`src/rtl/fetch_pc_gen_pkg.sv`:
```
// rtl/fetch_pc_gen_pkg.sv - shared types and helpers for the fetch-stage PC generator
package fetch_pc_gen_pkg;

    typedef logic [31:0] word_t;

    typedef enum logic [1:0] {
        RUN  = 2'd0,
        BUSY = 2'd1,
        DROP = 2'd2
    } fetch_state_t;

    typedef struct packed {
        word_t instr;
        word_t pc;
        logic  pred;
        word_t target;
    } fetch_out_t;

    localparam word_t PC_ALIGN_MASK = 32'hFFFF_FFFC;

    // Instruction addresses are word aligned; low two bits are always dropped.
    function automatic word_t align_pc(input word_t pc);
        return pc & PC_ALIGN_MASK;
    endfunction

endpackage

```
`src/rtl/fetch_pc_gen_if.sv`:
```
// rtl/fetch_pc_gen_if.sv - predictor, redirect, imem and decode signals of the PC generator
interface fetch_pc_gen_if;
    import fetch_pc_gen_pkg::*;

    // branch prediction table / BTB lookup
    word_t pc_fetch;
    logic  pred_fetch;
    logic  btb_hit;
    word_t btb_target;

    // redirect from branch resolution
    logic  redirect_en;
    word_t redirect_pc;

    // instruction memory read
    logic  imem_ren;
    word_t imem_addr;
    logic  imem_ready;
    word_t imem_rdata;

    // fetch -> decode
    logic  fd_valid;
    logic  fd_ready;
    word_t fd_instr;
    word_t fd_pc;
    logic  fd_pred;
    word_t fd_target;

    modport master (
        output pc_fetch, imem_ren, imem_addr,
        output fd_valid, fd_instr, fd_pc, fd_pred, fd_target,
        input  pred_fetch, btb_hit, btb_target,
        input  redirect_en, redirect_pc,
        input  imem_ready, imem_rdata, fd_ready
    );

    modport slave (
        input  pc_fetch, imem_ren, imem_addr,
        input  fd_valid, fd_instr, fd_pc, fd_pred, fd_target,
        output pred_fetch, btb_hit, btb_target,
        output redirect_en, redirect_pc,
        output imem_ready, imem_rdata, fd_ready
    );

endinterface

```
`src/rtl/fetch_pc_gen.sv`:
```
// rtl/fetch_pc_gen.sv - fetch PC generator: one outstanding imem read, 1-entry decode buffer
module fetch_pc_gen
    import fetch_pc_gen_pkg::*;
#(
    parameter word_t       RESET_PC = 32'h0000_0000,
    parameter int unsigned PC_INC   = 4
) (
    input  logic           CLK,
    input  logic           nRST,
    fetch_pc_gen_if.master bus
);

    fetch_state_t state_q, state_d;
    word_t        pc_q, pc_d;
    logic         pred_q, pred_d;
    word_t        nxt_q, nxt_d;
    word_t        redir_q, redir_d;
    logic         fd_valid_q, fd_valid_d;
    fetch_out_t   fd_q, fd_d;

    logic  buf_free;
    logic  pred_now;
    word_t seq_pc;
    word_t nxt_now;
    word_t redirect_al;

    logic  ren;
    logic  load;
    logic  load_pred;
    word_t load_nxt;

    assign buf_free    = !fd_valid_q || bus.fd_ready;
    assign seq_pc      = pc_q + PC_INC[31:0];
    assign pred_now    = bus.pred_fetch && bus.btb_hit;
    assign nxt_now     = pred_now ? align_pc(bus.btb_target) : seq_pc;
    assign redirect_al = align_pc(bus.redirect_pc);

    // FSM state register
    always_ff @(posedge CLK or negedge nRST) begin
        if (!nRST) begin
            state_q <= RUN;
        end else begin
            state_q <= state_d;
        end
    end

    // FSM next state: leave RUN only on a stalled issue; a redirect while stalled parks in DROP
    always_comb begin
        state_d = state_q;
        case (state_q)
            RUN: begin
                if (ren && !bus.imem_ready) begin
                    state_d = BUSY;
                end
            end
            BUSY: begin
                if (bus.imem_ready) begin
                    state_d = RUN;
                end else if (bus.redirect_en) begin
                    state_d = DROP;
                end
            end
            DROP: begin
                if (bus.imem_ready) begin
                    state_d = RUN;
                end
            end
            default: state_d = RUN;
        endcase
    end

    // FSM outputs: read strobe, buffer load and where its prediction comes from
    always_comb begin
        ren       = 1'b0;
        load      = 1'b0;
        load_pred = pred_now;
        load_nxt  = nxt_now;
        if (nRST) begin
            case (state_q)
                RUN: begin
                    ren  = buf_free && !bus.redirect_en;
                    load = ren && bus.imem_ready;
                end
                BUSY: begin
                    ren       = 1'b1;
                    load      = bus.imem_ready && !bus.redirect_en;
                    load_pred = pred_q;
                    load_nxt  = nxt_q;
                end
                DROP: begin
                    ren = 1'b1;
                end
                default: begin
                    ren = 1'b0;
                end
            endcase
        end
    end

    // PC, latched prediction and pending redirect target; redirect always wins
    always_comb begin
        pc_d    = pc_q;
        pred_d  = pred_q;
        nxt_d   = nxt_q;
        redir_d = redir_q;
        case (state_q)
            RUN: begin
                if (bus.redirect_en) begin
                    pc_d = redirect_al;
                end else if (ren) begin
                    if (bus.imem_ready) begin
                        pc_d = nxt_now;
                    end else begin
                        pred_d = pred_now;
                        nxt_d  = nxt_now;
                    end
                end
            end
            BUSY: begin
                if (bus.imem_ready) begin
                    pc_d = bus.redirect_en ? redirect_al : nxt_q;
                end else if (bus.redirect_en) begin
                    redir_d = redirect_al;
                end
            end
            DROP: begin
                if (bus.imem_ready) begin
                    pc_d = bus.redirect_en ? redirect_al : redir_q;
                end else if (bus.redirect_en) begin
                    redir_d = redirect_al;
                end
            end
            default: begin
                pc_d = pc_q;
            end
        endcase
    end

    // PC datapath registers
    always_ff @(posedge CLK or negedge nRST) begin
        if (!nRST) begin
            pc_q    <= RESET_PC;
            pred_q  <= 1'b0;
            nxt_q   <= '0;
            redir_q <= '0;
        end else begin
            pc_q    <= pc_d;
            pred_q  <= pred_d;
            nxt_q   <= nxt_d;
            redir_q <= redir_d;
        end
    end

    // Output buffer next state: flush on redirect, fill on a completed read, drain on transfer
    always_comb begin
        fd_valid_d = fd_valid_q;
        fd_d       = fd_q;
        if (bus.redirect_en) begin
            fd_valid_d = 1'b0;
        end else if (load) begin
            fd_valid_d = 1'b1;
            fd_d       = '{instr: bus.imem_rdata, pc: pc_q, pred: load_pred, target: load_nxt};
        end else if (bus.fd_ready) begin
            fd_valid_d = 1'b0;
        end
    end

    // Output buffer registers
    always_ff @(posedge CLK or negedge nRST) begin
        if (!nRST) begin
            fd_valid_q <= 1'b0;
            fd_q       <= '0;
        end else begin
            fd_valid_q <= fd_valid_d;
            fd_q       <= fd_d;
        end
    end

    assign bus.pc_fetch  = pc_q;
    assign bus.imem_ren  = ren;
    assign bus.imem_addr = pc_q;
    assign bus.fd_valid  = fd_valid_q;
    assign bus.fd_instr  = fd_q.instr;
    assign bus.fd_pc     = fd_q.pc;
    assign bus.fd_pred   = fd_q.pred;
    assign bus.fd_target = fd_q.target;

endmodule
```
`src/flat_wrapper.sv`:
```
// flat-port wrapper written by rule: the top's interface ports become plain ports
module fetch_pc_gen_flat import fetch_pc_gen_pkg::*;
#(
    parameter word_t       RESET_PC = 32'h0000_0000,
    parameter int unsigned PC_INC   = 4
)
  (CLK, nRST, bus_pc_fetch, bus_imem_ren, bus_imem_addr, bus_fd_valid, bus_fd_instr, bus_fd_pc, bus_fd_pred, bus_fd_target, bus_pred_fetch, bus_btb_hit, bus_btb_target, bus_redirect_en, bus_redirect_pc, bus_imem_ready, bus_imem_rdata, bus_fd_ready);
  fetch_pc_gen_if bus_i ();
  input  logic CLK;
  input  logic nRST;
  output wire logic [$bits(bus_i.pc_fetch)-1:0] bus_pc_fetch;
  output wire logic [$bits(bus_i.imem_ren)-1:0] bus_imem_ren;
  output wire logic [$bits(bus_i.imem_addr)-1:0] bus_imem_addr;
  output wire logic [$bits(bus_i.fd_valid)-1:0] bus_fd_valid;
  output wire logic [$bits(bus_i.fd_instr)-1:0] bus_fd_instr;
  output wire logic [$bits(bus_i.fd_pc)-1:0] bus_fd_pc;
  output wire logic [$bits(bus_i.fd_pred)-1:0] bus_fd_pred;
  output wire logic [$bits(bus_i.fd_target)-1:0] bus_fd_target;
  input wire logic [$bits(bus_i.pred_fetch)-1:0] bus_pred_fetch;
  input wire logic [$bits(bus_i.btb_hit)-1:0] bus_btb_hit;
  input wire logic [$bits(bus_i.btb_target)-1:0] bus_btb_target;
  input wire logic [$bits(bus_i.redirect_en)-1:0] bus_redirect_en;
  input wire logic [$bits(bus_i.redirect_pc)-1:0] bus_redirect_pc;
  input wire logic [$bits(bus_i.imem_ready)-1:0] bus_imem_ready;
  input wire logic [$bits(bus_i.imem_rdata)-1:0] bus_imem_rdata;
  input wire logic [$bits(bus_i.fd_ready)-1:0] bus_fd_ready;
  assign bus_pc_fetch = bus_i.pc_fetch;
  assign bus_imem_ren = bus_i.imem_ren;
  assign bus_imem_addr = bus_i.imem_addr;
  assign bus_fd_valid = bus_i.fd_valid;
  assign bus_fd_instr = bus_i.fd_instr;
  assign bus_fd_pc = bus_i.fd_pc;
  assign bus_fd_pred = bus_i.fd_pred;
  assign bus_fd_target = bus_i.fd_target;
  assign bus_i.pred_fetch = bus_pred_fetch;
  assign bus_i.btb_hit = bus_btb_hit;
  assign bus_i.btb_target = bus_btb_target;
  assign bus_i.redirect_en = bus_redirect_en;
  assign bus_i.redirect_pc = bus_redirect_pc;
  assign bus_i.imem_ready = bus_imem_ready;
  assign bus_i.imem_rdata = bus_imem_rdata;
  assign bus_i.fd_ready = bus_fd_ready;
  fetch_pc_gen #(.RESET_PC(RESET_PC), .PC_INC(PC_INC)) u_core (.CLK(CLK), .nRST(nRST), .bus(bus_i));
endmodule
```
`config.mk`:
```
export PLATFORM = sky130hd
export DESIGN_NAME = fetch_pc_gen_flat
export DESIGN_NICKNAME = d
export VERILOG_FILES = /design/src/rtl/fetch_pc_gen_pkg.sv /design/src/rtl/fetch_pc_gen_if.sv /design/src/rtl/fetch_pc_gen.sv /design/src/flat_wrapper.sv
export SDC_FILE = /design/constraint.sdc
export NUM_CORES = 1
export LEC_CHECK = 0
export BUFFER_PORTS_ARGS = -buffer_cell sky130_fd_sc_hd__buf_2
export CAP_MARGIN = 20
export CORE_AREA = 8 8 162 164
export CTS_CLUSTER_DIAMETER = 50
export CTS_CLUSTER_SIZE = 25
export DETAILED_ROUTE_END_ITERATION = 12
export DIE_AREA = 0 0 170 172
export PLACE_DENSITY = 0.78
export SLEW_MARGIN = 25
export SYNTH_ARGS = -nofsm -noshare
export SYNTH_HDL_FRONTEND = slang
export SYNTH_SLANG_ARGS = --single-unit
```
`constraint.sdc`:
```
create_clock -name CLK -period 2.9 [get_ports CLK]
set_clock_uncertainty 0.05 [all_clocks]
set_input_delay 0.58 -clock CLK [delete_from_list [all_inputs] [get_ports CLK]]
set_output_delay 0.58 -clock CLK [all_outputs]
set_load 0.005 [all_outputs]
```
==> impl_results.md, run 1 <==
* Layout cells sized above 1 at 0.283
* Vias per Instance at 5.91
* Postcts setup bufs at 0
* Mux contribution to synthesized area at 0.0848
* DR pass1 iterations at 5
* Clock tree buffer depth at 2
* Number of synthesized flops with an enable pin at 0
* Top cells by area, synth: dfrtp_1 (47%), nand2_1 (11%), mux2i_1 (5.0%), mux2_2 (3.4%), o21ai_0 (3.2%)
* Starting density of the core at 0.441
* CP Cell Sequence: nand4_1, or4_1, o21ba_2, nor3_1, buf_4, o21ai_0
* Bufs and invs on worst path at 1
* Net count, final at 1496
* Global placer's final weighted congestion at 0.892
* Drt drc at 0
* Vias in the first global route at 9916
* VDD IR-drop max at 0.000508 V
* Die ar. at between 20000 and 30000 um2
* Largest family of logic cells by synthesized area: simple AND/OR/NAND/NOR gates
* Power Density at 1070 nW/um2
* Pin count of the biggest net entering global routing at ~160
* Total design power at 13600 uW
* P_leak at 0.00621 uW
* Synthesis-stage register bit count at about 200
* # rows at 57
* DR vias at 10200
* IO buf count at about 260
* Dpl hpwl at 26.6 mm
* FMAX at 374 MHz
* Drt total wl at around 37 mm
* Placed Area at around 12000 um2
* Setup TNS at 0 ns
* Io pins at 266
* CP Launch Type: register
* Crit path time final at 2.67 ns
* Total Routing Usage GR at 0.247
* Crit. End Element: register
* Post-layout instance area at ~13000 um2
* WS Path Type: reg -> reg
* Synth Area in Simple Gates at 0.206
* Max_cap viols at 0
* First-pass GRT wire length at 56.1 mm
* Final setup violation count at 0
* Synth cell count leaders: nand2_1 (295), dfrtp_1 (197), clkbuf_1 (72)
* TritonCTS clock tree: yes
* Largest area contributor in the netlist: dfrtp_1
* Num CTS Buffers at 17
* Most frequent cell after synthesis: nand2_1
* Final hold vios at 0
* Clock transition at path regs at 0.08 ns
* Drt wl/cell at about 21 um
* Relative slew slack at 0.425
* Slowest CP cell: or4_1
* Syn_area_per_cell at between 8 and 9 um2
* Place WS at 0.260 ns
* Final Cycle Share at 0.921
* CTS Sinks at 197
* Core area at 23800 um2
* Initial antenna violation count at 9
* Worst-Skew Late Latency at 0.45 ns
* Min-delay worst type: in -> reg
* Post-Synth XOR/XNOR Area at 0.00583
* Fin util at 0.534
* Yosys top cell area share at 0.469
* CTS Root Buffer Type: clkbuf_16
* Antenna Violating Nets Remaining at 0
* DIE WIDTH at 170 um
* CP required at 3.14 ns
* Synth Area in Compound Gates at 0.168
* CP max FO at 14
* Grt ovf at 0
* Die height at 172 um
* Post-synthesis adder-cell area fraction at 0.00595
* Mapped cell area at about 11000 um2
* Final setup margin at roughly 0.23 ns
* Final Max Slew Viols at 0
* Status: finished clean
* CTS H-Tree Depth at 4
* Drt first-iter violations at 1125
* Post-synthesis sequential area ratio at 0.469
* RSZ-0062 raised after global routing: no
* Async SR Flop Fraction at 1.00
* Synth Flop Type: dfrtp_1
* Worst Path Arrival at 2.91 ns
* Synth Net Count at 1278
* Distinct cells, synth at 67
* Synth warnings at 0
* Crit-path max cell delay at 0.74 ns
* Area Growth Syn to Fin at 20.9%
* Worst-Margin Slew at ~0.86 ns
* Post-Synthesis Cells at around 1200
* Top delay family on crit path: simple AND/OR/NAND/NOR gates
metal layers:
layer  up-vias  wire length (um)  GRT usage  share of wire
met4        12              1340      0.107          0.036
li1       4573                 -          -              -
met2       598             16700      0.381           0.45
met1      4914             14400      0.315           0.39
met3       115              4290     0.0804           0.12
met5         -                82          0         0.0022
worst reg2reg max path, cell delays in order (launching register included):
cell and delay [ns]:
dfrtp_1 0.50, nand4_1 0.26, or4_1 0.74, o21ba_2 0.31, nor3_1 0.38, buf_4 0.21
o21ai_0 0.09
kinds of logic (layout without fill, tap and decap cells):
group | count (synthesis) | in the layout
multiplexers | 85 | 85
flip-flops | 197 | 197
XOR/XNOR | 7 | 7
adder cells (fa/ha/maj) | 5 | 5
AND/OR/NAND/NOR | 485 | 485
AO/OA/AOI/OAI | 258 | 258
buffers and inverters | 133 | 364
other | 0 | 4
layout make-up:
class	instances	area (um2)
inverters	13	48.8
diodes	4	10.0
multi-input cells	840	4960
clock buffers	18	439
fillers	2165	11100
flip-flops and latches	197	4930
clock inverters	14	123
well taps	324	405
repair buffers	319	1790
layout by cell type, fill, tap and decap left out, types with 17 or more instances in the layout:
| cell | count |
|---|---|
| mux2_2 | 32 |
| clkbuf_16 | 17 |
| nor2_1 | 45 |
| o221ai_1 | 19 |
| dfrtp_1 | 197 |
| o31ai_1 | 27 |
| and3_1 | 25 |
| nor3_1 | 22 |
| buf_2 | 259 |
| nand2_1 | 294 |
| buf_4 | 55 |
| o21ai_0 | 68 |
| nand3_1 | 28 |
| a21oi_1 | 45 |
| mux2i_1 | 53 |
where the power goes:
part | leakage [uW] | total [uW] | switching, uW | internal (uW)
logic | 0.00350 | 6240 | 3550 | 2690
clock network | 0.000266 | 2320 | 1170 | 1150
registers | 0.00244 | 5050 | 1020 | 4030
final timing paths:
path,startpoint,endpoint,slack [ns],cells past startpoint
worst max register to register,u_core.bus.imem_addr[10],u_core.bus.fd_target[27],0.23,6
min in group asynchronous,nRST,u_core.bus.fd_target[15],0.46,2
worst max-delay path,u_core.bus.imem_addr[10],u_core.bus.fd_target[27],0.23,6
worst min register to register,u_core.bus.fd_instr[31],u_core.bus.fd_instr[31],0.42,2
worst min-delay path,bus_imem_rdata[13],u_core.bus.fd_instr[13],0.27,3
max in group asynchronous,nRST,u_core.bus.imem_addr[14],1.27,3
state kept, by name, indices dropped and copies added, names as in the netlist:
name and cells:
u_core.bus.imem_addr 32, u_core.state_q 2, u_core.bus.fd_valid 1, u_core.nxt_q 32, u_core.pred_q 1, u_core.redir_q 32
u_core.bus.fd_instr 32, u_core.bus.fd_pc 32, u_core.bus.fd_target 32, u_core.bus.fd_pred 1
timing repair:
item                                    in CTS  in global routing
endpoints found under the hold margin        6                  0
endpoints found under the setup margin       0                  0
gates resized for setup                      0                  0
hold buffers                                 1                  0
through the flow:
step	hold slack [ns]	instances
4_1_cts	0.255	1725
3_5_place_dp	0.377	1692
6_report	0.270	1729
5_1_grt	0.265	1728
2_1_floorplan	0.234	1170
3_3_place_gp	0.377	1692
No activity file was read; power rests on OpenSTA's default activity.
==> run 2: changes to the inputs <==
Settings changed: CORE_AREA 8 8 162 164 to 8 8 226 120, CTS_BUF_LIST from default to sky130_fd_sc_hd__clkbuf_4, DIE_AREA 0 0 170 172 to 0 0 234 128, PLACE_DENSITY 0.78 to 0.77, RECOVER_POWER from default to 50.
==> impl_results.md, run 2 (synthesis results as in run 1) <==
* Reg power frac at 0.380 (+0.009)
* P_leak at 0.00595 uW (-4.1%)
* Num CTS Buffers at 17 (unchanged)
* Final setup violation count at 0 (unchanged)
* Worst-Skew Late Latency at 0.66 ns (+0.21 ns)
* TritonCTS clock tree: yes
* Final Max Slew Viols at 62 (+62)
* Drt total wl at 39.8 mm (+8.1%)
* Hold EP: u_core.bus.fd_instr[16]
* Worst Path Arrival at 2.11 ns (-0.80 ns)
* Pin count of the biggest net entering global routing at 99 (-37%)
* Io pins at 266 (unchanged)
* Post-layout instance area at 12500 um2 (-1.5%)
* DIE WIDTH at 234 um (+38%)
* CTS Sinks at 197 (unchanged)
* Crit path time final at 2.74 ns (+0.0681 ns)
* First-pass GRT wire length at 58.9 mm (+4.8%)
* RR Startpoint: u_core.bus.imem_addr[7]
* Core area at 24300 um2 (+1.9%)
* # rows at 41 (-28%)
* CP Cell Sequence: inv_1, ha_1, nor2b_1, a21oi_1, nor2_1, buf_2
* Dpl hpwl at 29.8 mm (+12%)
* R2R setup slack at 0.22 ns (about the same)
* CP max FO at 4 (-10)
* Drt wl/cell at 22.9 um (+7.6%)
* RSZ-0062 raised after global routing: no
* Hold path cells at 3 (unchanged)
* Initial antenna violation count at 2 (-7)
* Postcts setup bufs at 0 (unchanged)
* CP Launch Type: register
* Internal power at 7480 uW (-5.0%)
* Status: finished, violations left
* Die height at 128 um (-26%)
* Violated checks: capacitance limit, slew limit
* VDD IR-drop max at 0.000508 V (about the same)
* IO buf count at 261 (unchanged)
* Power Density at 1070 nW/um2 (about the same)
* Global placer's final weighted congestion at 0.953 (+6.8%)
* Vias in the first global route at 9439 (-4.8%)
* CTS Root Buffer Type: clkbuf_4
* Crit. End Element: primary output
* CTS H-Tree Depth at 4 (unchanged)
* Total Routing Usage GR at 0.261 (+0.0137)
* Bufs and invs on worst path at 2 (+1)
* Antenna Violating Nets Remaining at 0 (unchanged)
* Crit-path max cell delay at 0.46 ns (-0.28 ns)
* DR vias at 10200 (-0.029%)
* CP required at 2.27 ns (-0.87 ns)
* WS Path Type: reg -> out
* Placed Area at 12200 um2 (+0.93%)
* Capturing point of the worst reg2reg path: u_core.bus.fd_target[20]
* Drt first-iter violations at 1172 (+4.2%)
* Setup TNS at 0 ns (unchanged)
* Hold_sp: bus_imem_rdata[16]
* Clock transition at path regs at 0.16 ns (+0.08 ns)
* Layout cells sized above 1 at 0.239 (-0.0440)
* FMAX at 365 MHz (-2.5%)
* Max_cap viols at 1 (+1)
* Final hold slack at 0.0517 ns (-0.219 ns)
* Clock Power Share at 0.135 (-0.035)
* Sw Share at 0.442 (+0.0199)
* Commonest non-fill, non-tap cell in the layout: nand2_1
* Min-delay worst type: in -> reg
* Final hold vios at 0 (unchanged)
* Final Cycle Share at 0.945 (+0.0235)
* DR pass1 iterations at 6 (+1)
* Crit path from: u_core.state_q[0]
* Area Growth Syn to Fin at 19.1%
* Net count, final at 1508 (+0.80%)
* Die ar. at 30000 um2 (+2.4%)
* Cells after DPL at 1702 (+0.59%)
* Clock tree buffer depth at 2 (unchanged)
* Drt drc at 0 (unchanged)
* Worst-Margin Slew at 1.63 ns (+0.766 ns)
* Psw at 5920 uW (+3.1%)
* Top delay family on crit path: flip-flops
* Relative slew slack at -0.0853 (-0.511)
* Fin util at 0.516 (-0.0178)
* Grt ovf at 0 (unchanged)
* Non-filler instance count after layout at 1737 (+0.46%)
* Vias per Instance at 5.88 (-0.49%)
* Combinational Power Share at 0.486 (+0.027)
* Commonest cells after routing, fill and taps aside: nand2_1 (294), dfrtp_1 (197), buf_2 (190)
* Slowest CP cell: dfrtp_1
* Worst R2R Path Depth at 5 (-1)
* Starting density of the core at 0.433 (-0.00808)
## run 2: worst max path at each step
stage                     slack (ns)                       end  cells after the start
after detailed placement        0.17  u_core.bus.fd_target[16]                      6
after global placement          0.28  u_core.bus.fd_target[16]                      6
final                           0.16              bus_imem_ren                      6
after global routing            0.02  u_core.bus.fd_target[19]                      5
after floorplan                 0.49          u_core.nxt_q[28]                      8
after CTS                        0.1  u_core.bus.fd_target[16]                      6
## run 2: power by group through the flow
stage	sequential [uW]	combinational, uW	clock [uW]
2_1_floorplan	4960	3620	0
3_3_place_gp	5020	6380	0
3_5_place_dp	5100	6510	0
4_1_cts	5030	6540	1830
5_1_grt	5230	7120	1950
6_report	5090	6510	1800
## run 2: area by class of cell
| cell class | instances | area [um2] |
|---|---|---|
| antenna | 3 | 7.51 |
| clock buffer | 19 | 143 |
| clock inverter | 12 | 200 |
| fill | 2326 | 11800 |
| inverter | 13 | 48.8 |
| multi-input combinational | 840 | 4970 |
| sequential | 197 | 4930 |
| tap | 322 | 403 |
| timing repair buffer | 331 | 1820 |
## run 2: through the flow
stage | total power, uW | setup slack (ns)
2_1_floorplan | 8580 | 0.491
3_5_place_dp | 11600 | 0.168
6_report | 13400 | 0.160
5_1_grt | 14300 | 0.0213
4_1_cts | 13400 | 0.0976
3_3_place_gp | 11400 | 0.281
## run 2: worst min-delay path, stage by stage
cell,delay (ns)
buf_2,0.07
nand2_1,0.04
nand2_1,0.04
## run 2: layer usage
layer | vias up | track usage | part of all wire
met1 | 4920 | 0.355 | 0.42
met5 | - | 0.0173 | 0.0017
li1 | 4597 | - | -
met4 | 2 | 0.0715 | 0.023
met2 | 630 | 0.358 | 0.40
met3 | 60 | 0.129 | 0.15
## run 2: what timing repair did
action	4_1_cts	5_1_grt
hold buffers	1	0
endpoints found under the setup margin	0	2
resized for setup	0	1
hold endpoints to repair	29	0
